## src/rtl/noc_pkg.sv

```systemverilog
// Shared NoC constants: default widths, flit type encodings and enable levels.
package noc_pkg;

  localparam int unsigned NOC_DATA_W = 66;
  localparam int unsigned NOC_VCH_W  = 1;
  localparam int unsigned NOC_SEL_W  = 5;

  localparam logic [1:0] TYPE_NONE = 2'b00;
  localparam logic [1:0] TYPE_HEAD = 2'b01;
  localparam logic [1:0] TYPE_DATA = 2'b10;
  localparam logic [1:0] TYPE_TAIL = 2'b11;

  localparam logic ENABLE  = 1'b1;
  localparam logic DISABLE = 1'b0;

endpackage : noc_pkg

```

## src/rtl/noc_mux2_reg_if.sv

```systemverilog
// One flit port (data, valid, virtual channel); master drives, slave receives.
interface noc_mux2_reg_if #(
  parameter int unsigned DATA_W = noc_pkg::NOC_DATA_W,
  parameter int unsigned VCH_W  = noc_pkg::NOC_VCH_W
);

  logic [DATA_W-1:0] data;
  logic              valid;
  logic [VCH_W-1:0]  vch;

  modport master (output data, output valid, output vch);
  modport slave  (input  data, input  valid, input  vch);

endinterface : noc_mux2_reg_if

```

## src/rtl/noc_mux2_sel.sv

```systemverilog
// One-hot grant to fixed-priority port decode; the lower index wins, bits above 1 ignored.
module noc_mux2_sel #(
  parameter int unsigned SEL_W = noc_pkg::NOC_SEL_W
) (
  input  logic [SEL_W-1:0] sel_i,
  output logic             gnt0_c,
  output logic             gnt1_c,
  output logic             none_c
);

  assign gnt0_c = sel_i[0];
  assign gnt1_c = ~sel_i[0] & sel_i[1];
  assign none_c = ~(sel_i[0] | sel_i[1]);

  generate
    if (SEL_W > 2) begin : g_hi
      logic unused_sel_hi;
      assign unused_sel_hi = ^sel_i[SEL_W-1:2];
    end
  endgenerate

endmodule : noc_mux2_sel

```

## src/rtl/noc_mux2_reg.sv

```systemverilog
// Two-input registered flit mux for the router crossbar.
// MUX_HOLD_EN: idle cycles keep odata/ovch and only drop valid.
module noc_mux2_reg
  import noc_pkg::*;
#(
  parameter int unsigned DATA_W = NOC_DATA_W,
  parameter int unsigned VCH_W  = NOC_VCH_W,
  parameter int unsigned SEL_W  = NOC_SEL_W
) (
  input  logic             clk,
  input  logic             rst_,
  input  logic [SEL_W-1:0] sel,
  noc_mux2_reg_if.slave    in0_i,
  noc_mux2_reg_if.slave    in1_i,
  noc_mux2_reg_if.master   out_o
);

  logic gnt0_c, gnt1_c, none_c;

  logic [DATA_W-1:0] data_q, data_d;
  logic [VCH_W-1:0]  vch_q,  vch_d;
  logic              valid_q, valid_d;

  noc_mux2_sel #(.SEL_W(SEL_W)) u_sel (
    .sel_i  (sel),
    .gnt0_c (gnt0_c),
    .gnt1_c (gnt1_c),
    .none_c (none_c)
  );

  // Only a granted, valid port loads the data path; otherwise it idles.
  always_comb begin
    data_d  = '0;
    vch_d   = '0;
    valid_d = DISABLE;
`ifdef MUX_HOLD_EN
    data_d  = data_q;
    vch_d   = vch_q;
`endif
    if (!none_c) begin
      if (gnt0_c && in0_i.valid) begin
        data_d  = in0_i.data;
        vch_d   = in0_i.vch;
        valid_d = ENABLE;
      end else if (gnt1_c && in1_i.valid) begin
        data_d  = in1_i.data;
        vch_d   = in1_i.vch;
        valid_d = ENABLE;
      end
    end
  end

  always_ff @(posedge clk or negedge rst_) begin
    if (!rst_) begin
      data_q  <= '0;
      vch_q   <= '0;
      valid_q <= DISABLE;
    end else begin
      data_q  <= data_d;
      vch_q   <= vch_d;
      valid_q <= valid_d;
    end
  end

  assign out_o.data  = data_q;
  assign out_o.vch   = vch_q;
  assign out_o.valid = valid_q;

endmodule : noc_mux2_reg

```

## src/flat_wrapper.sv

```systemverilog
// flat-port wrapper written by rule: the top's interface ports become plain ports
module noc_mux2_reg_flat import noc_pkg::*;
#(
  parameter int unsigned DATA_W = NOC_DATA_W,
  parameter int unsigned VCH_W  = NOC_VCH_W,
  parameter int unsigned SEL_W  = NOC_SEL_W
)
  (clk, rst_, sel, in0_i_data, in0_i_valid, in0_i_vch, in1_i_data, in1_i_valid, in1_i_vch, out_o_data, out_o_valid, out_o_vch);
  noc_mux2_reg_if #(.DATA_W(DATA_W), .VCH_W(VCH_W)) in0_i_i ();
  noc_mux2_reg_if #(.DATA_W(DATA_W), .VCH_W(VCH_W)) in1_i_i ();
  noc_mux2_reg_if #(.DATA_W(DATA_W), .VCH_W(VCH_W)) out_o_i ();
  input  logic clk;
  input  logic rst_;
  input  logic [SEL_W-1:0] sel;
  input wire logic [$bits(in0_i_i.data)-1:0] in0_i_data;
  input wire logic [$bits(in0_i_i.valid)-1:0] in0_i_valid;
  input wire logic [$bits(in0_i_i.vch)-1:0] in0_i_vch;
  input wire logic [$bits(in1_i_i.data)-1:0] in1_i_data;
  input wire logic [$bits(in1_i_i.valid)-1:0] in1_i_valid;
  input wire logic [$bits(in1_i_i.vch)-1:0] in1_i_vch;
  output wire logic [$bits(out_o_i.data)-1:0] out_o_data;
  output wire logic [$bits(out_o_i.valid)-1:0] out_o_valid;
  output wire logic [$bits(out_o_i.vch)-1:0] out_o_vch;
  assign in0_i_i.data = in0_i_data;
  assign in0_i_i.valid = in0_i_valid;
  assign in0_i_i.vch = in0_i_vch;
  assign in1_i_i.data = in1_i_data;
  assign in1_i_i.valid = in1_i_valid;
  assign in1_i_i.vch = in1_i_vch;
  assign out_o_data = out_o_i.data;
  assign out_o_valid = out_o_i.valid;
  assign out_o_vch = out_o_i.vch;
  noc_mux2_reg #(.DATA_W(DATA_W), .VCH_W(VCH_W), .SEL_W(SEL_W)) u_core (.clk(clk), .rst_(rst_), .sel(sel), .in0_i(in0_i_i), .in1_i(in1_i_i), .out_o(out_o_i));
endmodule
```

## config.mk

```make
export PLATFORM = sky130hd
export DESIGN_NAME = noc_mux2_reg_flat
export DESIGN_NICKNAME = d
export VERILOG_FILES = /design/src/rtl/noc_pkg.sv /design/src/rtl/noc_mux2_reg_if.sv /design/src/rtl/noc_mux2_sel.sv /design/src/rtl/noc_mux2_reg.sv /design/src/flat_wrapper.sv
export SDC_FILE = /design/constraint.sdc
export NUM_CORES = 1
export LEC_CHECK = 0
export CAP_MARGIN = 15
export CORE_MARGIN = 2
export CORE_UTILIZATION = 30
export CTS_BUF_LIST = sky130_fd_sc_hd__clkbuf_16
export DETAILED_ROUTE_END_ITERATION = 12
export GPL_TIMING_DRIVEN = 0
export PLACE_DENSITY = 0.74
export SLEW_MARGIN = 20
export SYNTH_ARGS = -nofsm -noshare
export SYNTH_HDL_FRONTEND = slang
export SYNTH_SLANG_ARGS = --single-unit
```

## constraint.sdc

```tcl
create_clock -name clk -period 0.8 [get_ports clk]
set_input_delay 0.12 -clock clk [delete_from_list [all_inputs] [get_ports clk]]
set_output_delay 0.12 -clock clk [all_outputs]
set_load 0.02 [all_outputs]
```

Word level (Yosys, flattened, before mapping)
Cells that the tools add are included.
{ "word_totals": {"ff_bits": 68, "latchBits": 0, "ram_bits": 0, "romBits": 0, "in_bits": 143, "output_inout_bits": 68, "elab_cells": 17, "mem_count": 0} }
{ "op_classes": {"add_sub_neg": 0, "mul": 0, "div_mod_pow": 0, "magnitude_cmp": 0, "eq_ne": 0, "shifts": 0, "mux": 9, "n_bitwise": 3, "n_reduce_logical": 2} }
{ "ops": {"columns": ["op", "count"], "rows": [
  ["two-way mux 66 bit", 3],
  ["two-way mux 1 bit", 6],
  ["logical AND 1 bit", 2],
  ["bitwise AND 1 bit", 1],
  ["inverter 1 bit", 1],
  ["OR 1 bit", 1]
]} }

Depth between registers and ports, before layout
Gate-level depths: netlist (run 1).
{ "logic_depth": {"ltp_word": 6, "ltp_mapped": 5, "depth_no_buf": 2} }

Cells and area by module
A second synthesis (run 1) with hierarchy kept.
{ "unflattened": {"hier_cells": 319, "hier_area_um2": 3809.9} }
{ "modules_own_cells": {"columns": ["module", "instances", "cells_each", "area_each_um2", "seq_area_each_um2"], "rows": [
  ["noc_mux2_reg", 1, 316, 3784.9, 1701.6],
  ["noc_mux2_sel", 1, 3, 25.0, 0.0]
]} }

Worst setup path after synthesis (run 1)
Ideal clock, no wire load.
{ "synth_timing": {"path_type": "input -> register", "from": "input sel[0]", "to": "register u_core.data_q[45] (netlist: u_core.out_o.data[45])", "setup_ns": 0.132, "arrival_ns": 0.654, "required_ns": 0.668, "path_slack_ns": 0.014, "path_stages": 5, "path_buffers": 3, "path_cell_list": "buf_4 buf_6 buf_4 nand3_1 o21ai_1"} }
{ "synth_via": {"elab_chain_cells": 6, "elab_cells_between_ends": 8, "cone_classes": "mux: 3; bitwise: 3; reduce/logical: 2"} }
{ "synth_rtl": {"columns": ["element", "line_no", "text"], "rows": [
  ["start: declaration", "flat_wrapper.sv:14", "input logic [SEL_W-1:0] sel;"],
  ["inverter 1 bit", "noc_mux2_sel.sv:12", "assign gnt1_c = ~sel_i[0] & sel_i[1];"],
  ["bitwise AND 1 bit", "noc_mux2_sel.sv:12", null],
  ["logical AND 1 bit", "noc_mux2_reg.sv:45", "end else if (gnt1_c && in1_i.valid) begin"],
  ["two-way mux 66 bit", "noc_mux2_reg.sv:45", null],
  ["two-way mux 66 bit", "noc_mux2_reg.sv:41", "if (gnt0_c && in0_i.valid) begin"],
  ["two-way mux 66 bit *", "noc_mux2_reg.sv:40", "if (!none_c) begin"],
  ["net u_core.data_d[45]", "noc_mux2_reg.sv:20", "logic [DATA_W-1:0] data_q, data_d;"],
  ["end signal: assignment", "noc_mux2_reg.sv:59", "data_q <= data_d;"],
  ["end: declaration", "noc_mux2_reg.sv:20", null]
]} }
The timed path passes the listed nets; every way through them passes the cells marked *.

Final worst setup path (run 1)
{ "layout_timing": {"from": "register u_core.vch_q (netlist: u_core.out_o.vch)", "to": "output out_o_vch"} }
{ "layout_rtl": {"columns": ["element", "line_no", "text"], "rows": [
  ["start: declaration", "noc_mux2_reg.sv:21", "logic [VCH_W-1:0] vch_q, vch_d;"],
  ["start signal: assignment", "noc_mux2_reg.sv:60", "vch_q <= vch_d;"],
  ["end: declaration", "flat_wrapper.sv:23", "output wire logic [$bits(out_o_i.vch)-1:0] out_o_vch;"]
]} }
No word-level cell between the ends.

==> flow_summary.toml, run 1 <==
[detailed_routing]
post_drt_wl_per_cell_um = 16.7
totalWireLength_um = 11100
dr_total_vias = 3300
drtPass1Iterations = 4
drt-initial-drc-count = 87
drc_errors = 0
via_per_inst = 4.98
drtAntennaViolNets = 0

[timing]
post-route-min-period_ns = 0.974
setup-violations-final = 68
rsz0062_at_grt = "true"
final-hold-violation-count = 32
tightest_slew_ns = 0.477
slew_headroom_pct = 68.2
hold_ws_ns = -0.253
setup_slack_ns = -0.174
max_freq_mhz = 1030
finalCritPeriodShare_pct = 122
report.final.slew_viol_count = 0

[worst_setup_path]
slowest_stage = "dfrtp_1"
cp-start-kind = "flip-flop"
cp-end-kind = "output pin"
worst_ep_required_time_ns = 0.68
critical-path-top-delay-family = "flip-flops"
cp_num_buf_inv = 1
crit_path_cell_trace = "buf_6"
worst_path_largest_cell_delay_ns = 0.40
critPathMaxFanout = 1
cp.arrival_ns = 0.85
crit_type = "flip-flop to output pin"

[synthesis]
synth.mux.area_fraction_pct = 0
synth_cells = 311
synth_top_area_cell = "dfrtp_1"
ys_ff_latch = 68
yosysSeqAreaShare_pct = 56.5
synth_top_area_share_pct = 56.5
synth.net_count = 454
ys_warn_count = 0
synth-xor-area-share_pct = 0
synthSimpleGateAreaFrac_pct = 22.5
netlist_area_um2 = 3010
yosysUniqueCellTypes = 10
synth_top_family_by_area = "simple AND/OR/NAND/NOR gates"
synth_area_leaders = "dfrtp_1 (56%), nand3_1 (22%), o21ai_0 (5.6%)"
syn_area_per_cell_um2 = 9.69
synth_fa_ha_area_share_pct = 0
synth_compound_gate_area_share_pct = 11.3

[global_routing]
grt_max_degree = 37
grt_antenna_before_repair = 0
grt_pass1_wl_um = 17700
overflow = 0
grt_pass1_vias = 3540
gr-usage-all-layers_pct = 20.5

[place]
io_buffers = 203
globalplace.congestion = 0.847
dp_hpwl_um = 8320
dp_slack_ns = -0.270

[floorplan]
core_area_um2 = 9770
die_area_um2 = 10900
rows = 36
die_h_um = 104
start_util_pct = 30.8
die_width_um = 104
io_pins = 211

[pwr]
total_power_mw = 9.25
power.density_nw_per_um2 = 1660
leakagePower_nw = 2.42
ir_worst_vdd_mv = 0.807

[run_status]
status = "finished, violations left"
violations = "negative hold slack, negative setup slack"

[final_layout]
area_growth_pct = 84.7
multi_input_area_um2 = 1020
final_cell_mix = "nand3_1 (134), clkdlybuf4s50_1 (134), buf_6 (76)"
layout.nets = 669
regArea_um2 = 1700
drive_gt1_share_pct = 21.5
insertedDiodeCount = 0
fill_cells = 893

[clock_tree]
numCtsBuffers = 9
cts.htree.levels = 3
clkSinkCount = 68
root_buffer = "clkbuf_16"
clockBufferDepth = 2
path_clk_slew_ns = 0.05
cts_tree = "done"

[worst_hold_path]
hp-class = "input pin to asynchronous set/reset pin"

[flow_run]
maxCapViolations = 0
[layer usage]
layer  wire, µm  global-route usage, %
met3        958                   7.89
met2       5630                   36.0
met1       4290                   22.8
met4        208                   6.85
met5          0                      0
[Yosys cell counts, drive strengths merged]
| cell type | instances |
|---|---|
| nand2 | 2 |
| buf | 33 |
| nand3 | 134 |
| dfrtp | 68 |
| clkbuf | 6 |
| o21ai | 68 |
[how the worst max path moves through the flow]
| stage | from | endpoint | cells after the start |
|---|---|---|---|
| floorplan | sel[0] | u_core.out_o.data[45] | 5 |
| global placement | rst_ | u_core.out_o.data[22] | 1 |
| detailed placement | u_core.out_o.vch | out_o_vch | 1 |
| CTS | u_core.out_o.vch | out_o_vch | 1 |
| global route | u_core.out_o.vch | out_o_vch | 1 |
| finish | u_core.out_o.vch | out_o_vch | 1 |
[state kept, by name, summed over array words and instances (netlist names)]
name                cells
u_core.out_o.valid      1
u_core.out_o.data      66
u_core.out_o.vch        1
[kinds of logic (layout without fill, tap and decap cells)]
logic type | Yosys count | count (layout)
AOI/OAI and AO/OA | 68 | 68
buffers and inverters | 39 | 258
DFF | 68 | 68
and+or+nand+nor | 136 | 136
[metrics by stage]
stage	TNS (ns)	utilization, %	cells	instance area (µm²)
3_5_place_dp	-25.85	53.5	648	5230
2_1_floorplan	0	-	311	3010
5_1_grt	-11.54	56.9	663	5560
3_3_place_gp	-209.18	53.3	647	5210
6_report	-9.57	56.9	663	5560
4_1_cts	-10.40	56.9	663	5560
[power breakdown]
part           switching, mW  internal, mW
Combinational          0.936          1.20
Sequential            0.0977          3.64
Clock                   1.35          2.02
Total                   2.39          6.87
[area by class of cell]
type                    instances  area share [%]
well taps                     133            2.99
plain buffers                  39            5.26
repair buffers                204            38.4
clock inverters                 6           0.450
flip-flops and latches         68            30.6
multi-input cells             204            18.3
clock buffers                   9            4.05
[what timing repair did]
| item | 4_1_cts | 5_1_grt |
|---|---|---|
| setup buffers | 0 | 0 |
| pin swaps | 0 | 0 |
| hold endpoints to repair | 32 | 32 |
| resized for setup | 408 | 0 |
| setup endpoints to repair | 68 | 68 |
Note: power is estimated with default switching activity, not from simulation.
==> inputs of run 2 (changes only) <==
Settings changed: CORE_ASPECT_RATIO set to 0.8.
==> run 2 against run 1 <==
Compared with the run above:
- the run still ends with negative hold slack, negative setup slack left
- largest power group unchanged
- die area is essentially flat
- combinational power barely moved
- highest routed layer unchanged
- sequential power about the same
- critical path depth unchanged
- clock-buffer cell count is the same
- largest cell class unchanged
- global-route usage decreased by 0.96 points
- utilization rose by 0.63 points
- critical path type unchanged
- maximum frequency rose by 2.2%
- sequential share of layout area shrank 0.069 points
- sequential cell count unchanged
- first-iteration DRC count grew 120%
==> flow_summary.toml, run 2 (same netlist as run 1, synthesis figures left out) <==
[run_status]
status = "finished, violations left"
violations = "negative hold slack, negative setup slack"

[final_layout]
fill_cells = 882
multi_input_area_um2 = 1020
area_growth_pct = 85.1
utilization_pct = 57.6
insertedDiodeCount = 0
layout.nets = 669
largest_reg_flops = 66
regArea_um2 = 1700
final_cell_mix = "nand3_1 (134), clkdlybuf4s50_1 (134), buf_6 (76)"
drive_gt1_share_pct = 22.1
final_cells = 666

[timing]
finalCritPeriodShare_pct = 119
setup_slack_ns = -0.153
max_freq_mhz = 1050
hold_ws_ns = -0.272
tightest_slew_ns = 0.462
setup-violations-final = 68
slew_headroom_pct = 69.2
final-hold-violation-count = 29
rsz0062_at_grt = "true"
post-route-min-period_ns = 0.953
report.final.slew_viol_count = 0

[worst_setup_path]
cp-end-kind = "output pin"
cp.depth = 1
crit_path_cell_trace = "buf_6"
cp_num_buf_inv = 1
cp.arrival_ns = 0.83
worst_path_largest_cell_delay_ns = 0.38
slowest_stage = "dfrtp_1"
critPathMaxFanout = 1
crit_type = "flip-flop to output pin"
worst_ep_required_time_ns = 0.68
cp-start-kind = "flip-flop"
critical-path-top-delay-family = "flip-flops"

[worst_hold_path]
hp-class = "input pin to asynchronous set/reset pin"

[floorplan]
die_area_um2 = 10900
rows = 32
io_pins = 211
start_util_pct = 31.1
core_area_um2 = 9690
die_width_um = 116
die_h_um = 93.6

[pwr]
p_seq_share_pct = 40.0
power.density_nw_per_um2 = 1680
ir_worst_vdd_mv = 0.687
clkPwrFrac_pct = 37.3
p_switching_mw = 2.45
comb_power_share_pct = 22.8
power.internal_mw = 6.89
leakagePower_nw = 2.41
switching_share_pct = 26.2

[clock_tree]
cts_tree = "done"
path_clk_slew_ns = 0.06
clockBufferDepth = 2
clkSinkCount = 68
numCtsBuffers = 9
root_buffer = "clkbuf_16"
cts.htree.levels = 3

[detailed_routing]
drc_errors = 0
totalWireLength_um = 10600
dr_total_vias = 3208
via_per_inst = 4.82
drt-initial-drc-count = 194
drtAntennaViolNets = 0
post_drt_wl_per_cell_um = 16.0
drtPass1Iterations = 4

[place]
dp_hpwl_um = 8200
placed_cells = 651
io_buffers = 203
globalplace.congestion = 0.793

[global_routing]
grt_pass1_vias = 3269
gr-usage-all-layers_pct = 19.6
overflow = 0
grt_max_degree = 40
grt_pass1_wl_um = 16200
grt_antenna_before_repair = 0

[flow_run]
maxCapViolations = 0
## run 2: changes by cell type in the layout (fill, tap and decap cells not counted), sizes merged
cell	previous run	this run
clkinv	4	3
inv	2	1
clkinvlp	0	2
## run 2: cell type report
cell class	count	area share (%)
Timing Repair Buffer	204	38.3
Tap cell	136	3.05
Buffer	39	5.25
Clock inverter	6	0.606
Multi-Input combinational cell	204	18.3
Sequential cell	68	30.5
Clock buffer	9	4.04
## run 2: through the flow
stage / worst slack [ns] / power (mW) / setup TNS (ns) / cell area (µm²)
detailed placement: -0.255 / 5.86 / -24.26 / 5230
floorplan: 0.0143 / 4.53 / 0 / 3010
CTS: -0.171 / 9.47 / -10.23 / 5580
finish: -0.153 / 9.34 / -9.30 / 5580
global placement: -2.66 / 5.82 / -203.48 / 5220
global route: -0.189 / 9.81 / -11.72 / 5580
## run 2: power by group through the flow
stage | registers [mW] | clock network, mW | logic (mW)
5_1_grt | 3.75 | 3.77 | 2.28
3_3_place_gp | 3.75 | 0 | 2.07
6_report | 3.73 | 3.48 | 2.13
2_1_floorplan | 4.02 | 0 | 0.509
3_5_place_dp | 3.75 | 0 | 2.10
4_1_cts | 3.73 | 3.59 | 2.15
## run 2: final timing paths
kind	slack (ns)	startpoint	end
max in group asynchronous	0.52	rst_	u_core.out_o.data[50]
worst min-delay path	-0.27	rst_	u_core.out_o.data[13]
worst max-delay path	-0.15	u_core.out_o.data[8]	out_o_data[8]
min in group clk	0.24	sel[1]	u_core.out_o.data[0]
## run 2: routing by layer
| layer | GRT usage, % | share of wire (%) | wire length, µm |
|---|---|---|---|
| met5 | 0 | 0 | 0 |
| met2 | 32.3 | 49 | 5200 |
| met3 | 7.26 | 8.4 | 897 |
| met4 | 6.65 | 2.0 | 212 |
| met1 | 23.5 | 41 | 4340 |
## run 2: what timing repair did
action / 4_1_cts / 5_1_grt
buffers inserted: 0 / 0
pin swaps: 0 / 0
setup endpoints to repair: 68 / 68
gates resized for setup: 408 / 0
hold endpoints to repair: 29 / 29
